==> config.mk <==
export PLATFORM = sky130hd
export DESIGN_NAME = mem_access_ctrl
export DESIGN_NICKNAME = d
export VERILOG_FILES = /design/src/rtl/mem_access_ctrl_pkg.sv /design/src/rtl/mem_access_ctrl_load_ext.sv /design/src/rtl/mem_access_ctrl.sv
export SDC_FILE = /design/constraint.sdc
export NUM_CORES = 1
export LEC_CHECK = 0
export CAP_MARGIN = 20
export CORE_MARGIN = 8
export CORE_UTILIZATION = 50
export CTS_CLUSTER_SIZE = 16
export DETAILED_ROUTE_END_ITERATION = 12
export PLACE_DENSITY = 0.85
export SKIP_LAST_GASP = 1
export SYNTH_ARGS = -nofsm -noshare
export SYNTH_HDL_FRONTEND = slang
export SYNTH_SLANG_ARGS = --single-unit
export TNS_END_PERCENT = 5
==> constraint.sdc <==
create_clock -name clk -period 11.11 [get_ports clk]
set_input_delay 3.333 -clock clk [delete_from_list [all_inputs] [get_ports clk]]
set_output_delay 3.333 -clock clk [all_outputs]
set_load 0.05 [all_outputs]
==> src/rtl/mem_access_ctrl_pkg.sv <==
// Shared encodings for the CPU-side RAM access controller: transfer lengths,
// error codes, FSM states and the alignment rule.
package mem_ctrl_defs;

  localparam logic [1:0] LEN_BYTE  = 2'b00;
  localparam logic [1:0] LEN_HALF  = 2'b01;
  localparam logic [1:0] LEN_WORD  = 2'b10;
  localparam logic [1:0] LEN_DWORD = 2'b11;

  localparam logic [1:0] ERR_NONE    = 2'b00;
  localparam logic [1:0] ERR_ALIGN   = 2'b01;
  localparam logic [1:0] ERR_TIMEOUT = 2'b10;

  typedef enum logic [2:0] {
    ST_IDLE    = 3'd0,
    ST_CHECK   = 3'd1,
    ST_SETUP   = 3'd2,
    ST_ACCESS  = 3'd3,
    ST_RELEASE = 3'd4,
    ST_DONE    = 3'd5
  } state_t;

  // An item must sit on a boundary equal to its own size.
  function automatic logic is_misaligned(input logic [1:0] len, input logic [2:0] addr_lo);
    logic r;
    case (len)
      LEN_HALF:  r = addr_lo[0];
      LEN_WORD:  r = |addr_lo[1:0];
      LEN_DWORD: r = |addr_lo[2:0];
      default:   r = 1'b0;
    endcase
    return r;
  endfunction

endpackage

==> src/rtl/mem_access_ctrl_load_ext.sv <==
// Alignment check of a latched request and sign/zero extension of the
// right-aligned RAM item into the 64-bit load result.
module mem_load_ext
  import mem_ctrl_defs::*;
(
  input  logic [1:0]  i_len,
  input  logic        i_signed,
  input  logic [2:0]  i_addr_lo,
  input  logic [31:0] i_item,
  output logic        o_misaligned,
  output logic [63:0] o_ext
);

  logic w_fill;

  assign o_misaligned = is_misaligned(i_len, i_addr_lo);

  always_comb begin
    w_fill = 1'b0;
    o_ext  = 64'd0;
    case (i_len)
      LEN_BYTE: begin
        w_fill = i_signed & i_item[7];
        o_ext  = {{56{w_fill}}, i_item[7:0]};
      end
      LEN_HALF: begin
        w_fill = i_signed & i_item[15];
        o_ext  = {{48{w_fill}}, i_item[15:0]};
      end
      default: begin
        w_fill = i_signed & i_item[31];
        o_ext  = {{32{w_fill}}, i_item};
      end
    endcase
  end

endmodule

==> src/rtl/mem_access_ctrl.sv <==
// CPU-side initiator for the RAM enable/mfc handshake: one load/store at a time,
// doublewords split into two big-endian word transfers, with mfc timeout.
module mem_access_ctrl
  import mem_ctrl_defs::*;
#(
  parameter int TIMEOUT = 15,
  parameter int ADDR_W  = 9
) (
  input  logic              clk,
  input  logic              reset,
  input  logic              req,
  input  logic              req_rw,
  input  logic [1:0]        req_len,
  input  logic              req_signed,
  input  logic [ADDR_W-1:0] req_addr,
  input  logic [63:0]       req_wdata,
  output logic              busy,
  output logic              done,
  output logic              err,
  output logic [1:0]        err_code,
  output logic [63:0]       rdata,
  output logic              mem_enable,
  output logic              mem_read_write,
  output logic [1:0]        mem_data_length,
  output logic [ADDR_W-1:0] mem_address,
  output logic [31:0]       mem_wdata,
  input  logic [31:0]       mem_rdata,
  input  logic              mem_mfc
);

  localparam int CNT_W = $clog2(TIMEOUT + 1);

  state_t              r_state;
  state_t              w_next;
  logic                r_rw;
  logic [1:0]          r_len;
  logic                r_signed;
  logic [ADDR_W-1:0]   r_addr;
  logic [63:0]         r_wdata;
  logic                r_second;
  logic [1:0]          r_err;
  logic [31:0]         r_hi;
  logic [31:0]         r_lo;
  logic [63:0]         r_rdata;
  logic [CNT_W-1:0]    r_cnt;

  logic                w_misaligned;
  logic [63:0]         w_ext;
  logic                w_dword;
  logic                w_first_half;
  logic                w_tmo;
  logic                w_xfer;

  assign w_dword      = (r_len == LEN_DWORD);
  assign w_first_half = w_dword & ~r_second;
  assign w_tmo        = (r_cnt == CNT_W'(TIMEOUT - 1));
  assign w_xfer       = (r_state == ST_SETUP) || (r_state == ST_ACCESS) || (r_state == ST_RELEASE);

  mem_load_ext u_ext (
    .i_len        (r_len),
    .i_signed     (r_signed),
    .i_addr_lo    (r_addr[2:0]),
    .i_item       (r_lo),
    .o_misaligned (w_misaligned),
    .o_ext        (w_ext)
  );

  always_comb begin
    w_next = r_state;
    case (r_state)
      ST_IDLE:    if (req) w_next = ST_CHECK;
      ST_CHECK:   w_next = w_misaligned ? ST_DONE : ST_SETUP;
      ST_SETUP:   w_next = ST_ACCESS;
      ST_ACCESS: begin
        if (mem_mfc)    w_next = ST_RELEASE;
        else if (w_tmo) w_next = ST_DONE;
      end
      ST_RELEASE: begin
        if (!mem_mfc)   w_next = w_first_half ? ST_SETUP : ST_DONE;
        else if (w_tmo) w_next = ST_DONE;
      end
      ST_DONE:    w_next = ST_IDLE;
      default:    w_next = ST_IDLE;
    endcase
  end

  always_ff @(posedge clk or posedge reset) begin
    if (reset) begin
      r_state  <= ST_IDLE;
      r_rw     <= 1'b0;
      r_len    <= LEN_BYTE;
      r_signed <= 1'b0;
      r_addr   <= '0;
      r_wdata  <= 64'd0;
      r_second <= 1'b0;
      r_err    <= ERR_NONE;
      r_hi     <= 32'd0;
      r_lo     <= 32'd0;
      r_rdata  <= 64'd0;
      r_cnt    <= '0;
    end else begin
      r_state <= w_next;
      case (r_state)
        ST_IDLE: begin
          if (req) begin
            r_rw     <= req_rw;
            r_len    <= req_len;
            r_signed <= req_signed;
            r_addr   <= req_addr;
            r_wdata  <= req_wdata;
            r_second <= 1'b0;
            r_err    <= ERR_NONE;
          end
        end
        ST_CHECK: if (w_misaligned) r_err <= ERR_ALIGN;
        ST_SETUP: r_cnt <= '0;
        ST_ACCESS: begin
          if (mem_mfc) begin
            r_cnt <= '0;
            if (r_rw) begin
              if (w_first_half) r_hi <= mem_rdata;
              else              r_lo <= mem_rdata;
            end
          end else if (w_tmo) begin
            r_err <= ERR_TIMEOUT;
          end else begin
            r_cnt <= r_cnt + CNT_W'(1);
          end
        end
        ST_RELEASE: begin
          // The load result is committed only once the whole request succeeds,
          // so a timeout on the second half leaves rdata untouched.
          if (!mem_mfc) begin
            if (w_first_half) begin
              r_second <= 1'b1;
            end else if (r_rw) begin
              r_rdata <= w_dword ? {r_hi, r_lo} : w_ext;
            end
          end else if (w_tmo) begin
            r_err <= ERR_TIMEOUT;
          end else begin
            r_cnt <= r_cnt + CNT_W'(1);
          end
        end
        default: ;
      endcase
    end
  end

  always_comb begin
    busy            = (r_state != ST_IDLE);
    done            = (r_state == ST_DONE);
    err             = done && (r_err != ERR_NONE);
    err_code        = done ? r_err : ERR_NONE;
    rdata           = r_rdata;
    mem_enable      = (r_state == ST_ACCESS);
    mem_read_write  = w_xfer & r_rw;
    mem_data_length = LEN_BYTE;
    mem_address     = '0;
    mem_wdata       = 32'd0;
    if (w_xfer) begin
      mem_data_length = w_dword ? LEN_WORD : r_len;
      mem_address     = r_addr + ADDR_W'({r_second, 2'b00});
      if (w_dword) mem_wdata = r_second ? r_wdata[31:0] : r_wdata[63:32];
      else         mem_wdata = r_wdata[31:0];
    end
  end

endmodule

==> reports/qor.txt <==
Die height -> 151 um
Clock Path Buffers -> 3
Final Cycle Share -> 0.602
Initial drt markers -> 389
Max_cap viols -> 0
Crit Reg-Reg Endpoint -> r_hi[4]
Seq/Total Area, Yosys -> 0.586
Mean Syn Cell Area -> 11.6 um2
Tmin final -> 6690 ps
Hold_buf cts -> 0
Leak -> 5.30 nW
Final setup fails -> 0
Postcts setup bufs -> 0
Synth area leaders -> dfrtp_1 59%, mux2_2 19%, nand2_1 4.2%
Final ANT Viol Nets -> 0
Post-cts sizing count -> 0
Antenna violations before repair -> 2
Vias in the first global route -> 7,281
Final hold violation count -> 0
WHS Endpoint -> r_lo[11]
Vias per inst -> 5.55
HPWL Detailed -> 16,900 um
Worst clock skew -> 23.5 ps
DRC viols -> 0
NumNets Final -> 1,117
Post-Layout Cell Count -> 1,248
IO Pins -> 227
Total Routed Length -> 25,100 um
CTS Buf Count -> 23
RR Startpoint -> r_state[1]
Post-synth EDFFs -> 0
P&R area growth vs syn -> 35.5%
Async set-reset flop share out of synthesis -> 1.00
Hold Crit Class -> reg -> reg
Final Wtd Congestion -> 0.855
Final TNS setup -> 0 ps
Hold depth -> 1
FP Rows -> 49
Worst slew pin tran -> 1030 ps
Largest delay contributor family on the critical path -> buffers and inverters
Count of buffers from port buffering -> 226
Synthesized Nets -> 908
Fmax achieved -> 149 MHz
Final instance area -> 12,400 um2
Fin. max-slew vios -> 0
Cells after synthesis -> 791
Critical path arrival -> 3360 ps
Initial core utilization -> 0.511
Synthesis warning total -> 0
Die area -> 22,900 um2
Worst-path fanout max -> 35
Hold Crit Start -> r_lo[11]
Cell taking the most area after synthesis -> dfrtp_1
Max stage delay on crit path -> 850 ps
Netlist cell types -> 39
FF+latch count, synth -> 215
Clock latency on the worst-skew pair -> 520 ps
Synth top cells by count -> 215 x dfrtp_1, 151 x mux2_2, 102 x nand2_1, 75 x nor2_1, 71 x a21oi_1
CTS clk-pin slew, worst paths -> 60 ps
Run status -> completed
Worst-path cell chain -> nor3b_1 > nor2_2 > buf_4 > a21oi_1 > clkdlybuf4s50_1
Post-Syn Area -> 9180 um2
Drt pass-1 iters -> 6
Post-synth top area share -> 0.586
Worst Path Buf+Inv -> 2
Worst setup EP type -> primary output
CP required -> 7780 ps
CTS H-tree lvls -> 1
Sinks on Clock Net -> 215
Slew headroom -> 0.311
Largest net degree at the start of global routing -> 153
CTS tree -> yes
CP Launch Type -> register
Global-route wire length before repair -> 39,500 um
Total gr overflow -> 0
Reg2Reg Depth -> 4
Total GRT Usage -> 0.219
VDD IR max -> 0.236 mV
Core ar. -> 18,000 um2
Die W -> 151 um
Placed cell count -> 1,200
RSZ-0062 raised after global routing -> no
Via count -> 6,931
WL/cell -> 20.1 um
Placement Cell Area -> 11,600 um2
CTS root buffer -> clkbuf_16
Main synth FF type -> dfrtp_1
Power per Cell Area -> 336 nW/um2
Reg-to-reg slack, setup -> 8390 ps
Share of post-route cells with drive strength above 1 -> 0.210
CP max-delay cell -> clkdlybuf4s50_1
WS Path Type -> reg -> out
Minimum hold slack -> 504 ps
Most frequent cell after synthesis -> dfrtp_1
sequential cells by signal (all words and copies together) (netlist names):
name      flops
r_wdata      64
r_err         2
r_cnt         4
r_signed      1
r_len         2
r_second      1
r_hi         32
r_addr        9
r_lo         32
r_rw          1
r_state       3
rdata        64
cell families after synthesis:
kind of cell,Yosys count,synth area share
and+or+nand+nor,215,0.100
adders and majority gates,4,0.00545
muxes,152,0.186
AOI/OAI and AO/OA,140,0.0858
DFF,215,0.586
xor gates and xnor gates,5,0.00477
buffers and inverters,60,0.0312
power breakdown:
part           total [mW]  switching (mW)  leakage [nW]  internal (mW)
Combinational        2.03            1.26          2.23          0.776
Sequential           1.40           0.249          2.70           1.15
Clock               0.748           0.314         0.371          0.434
metal layers:
layer,vias to the layer above,wire [um],GRT usage
met1,3448,9890,0.262
met3,79,1450,0.0413
met2,244,12400,0.369
met5,-,0,0
met4,0,1310,0.118
li1,3160,-,-
cell usage in the layout, fill, tap and decap left out, types with 4 or more instances in the layout:
cell type,instances
clkdlybuf4s50_1,226
nor2b_1,9
a21oi_1,71
and2_1,4
clkbuf_8,4
o21ai_0,15
nand3_1,7
inv_1,4
nand2_1,102
nor2_1,71
a31oi_1,42
mux2_2,151
ha_1,4
dfrtp_1,215
and3_1,4
clkbuf_16,23
buf_4,9
clkinv_2,8
final cells by class:
class | instances | area [um2]
diodes | 2 | 5.00
multi-input cells | 516 | 3560
inverters | 5 | 26.3
fillers | 1309 | 5530
well taps | 229 | 287
clock buffers | 30 | 642
repair buffers | 239 | 2430
flip-flops and latches | 215 | 5380
clock inverters | 12 | 105
through the flow:
step | power, mW | utilization | setup WS [ps]
floorplan | 2.74 | - | 1900
global placement | 3.37 | 0.645 | 4990
detailed placement | 3.42 | 0.645 | 4930
CTS | 4.19 | 0.686 | 4400
global route | 4.40 | 0.692 | 4100
finish | 4.18 | 0.692 | 4420
worst max-delay path by stage:
stage	start	endpoint	slack, ps	depth (start not counted)
floorplan	reset	r_addr[0]	1900	1
global placement	mem_mfc	rdata[5]	4990	5
detailed placement	mem_mfc	rdata[2]	4930	5
CTS	r_state[2]	mem_wdata[6]	4400	5
global route	r_state[2]	mem_wdata[6]	4100	5
finish	r_state[2]	mem_wdata[6]	4420	5
(Power assumes the default switching activity.)
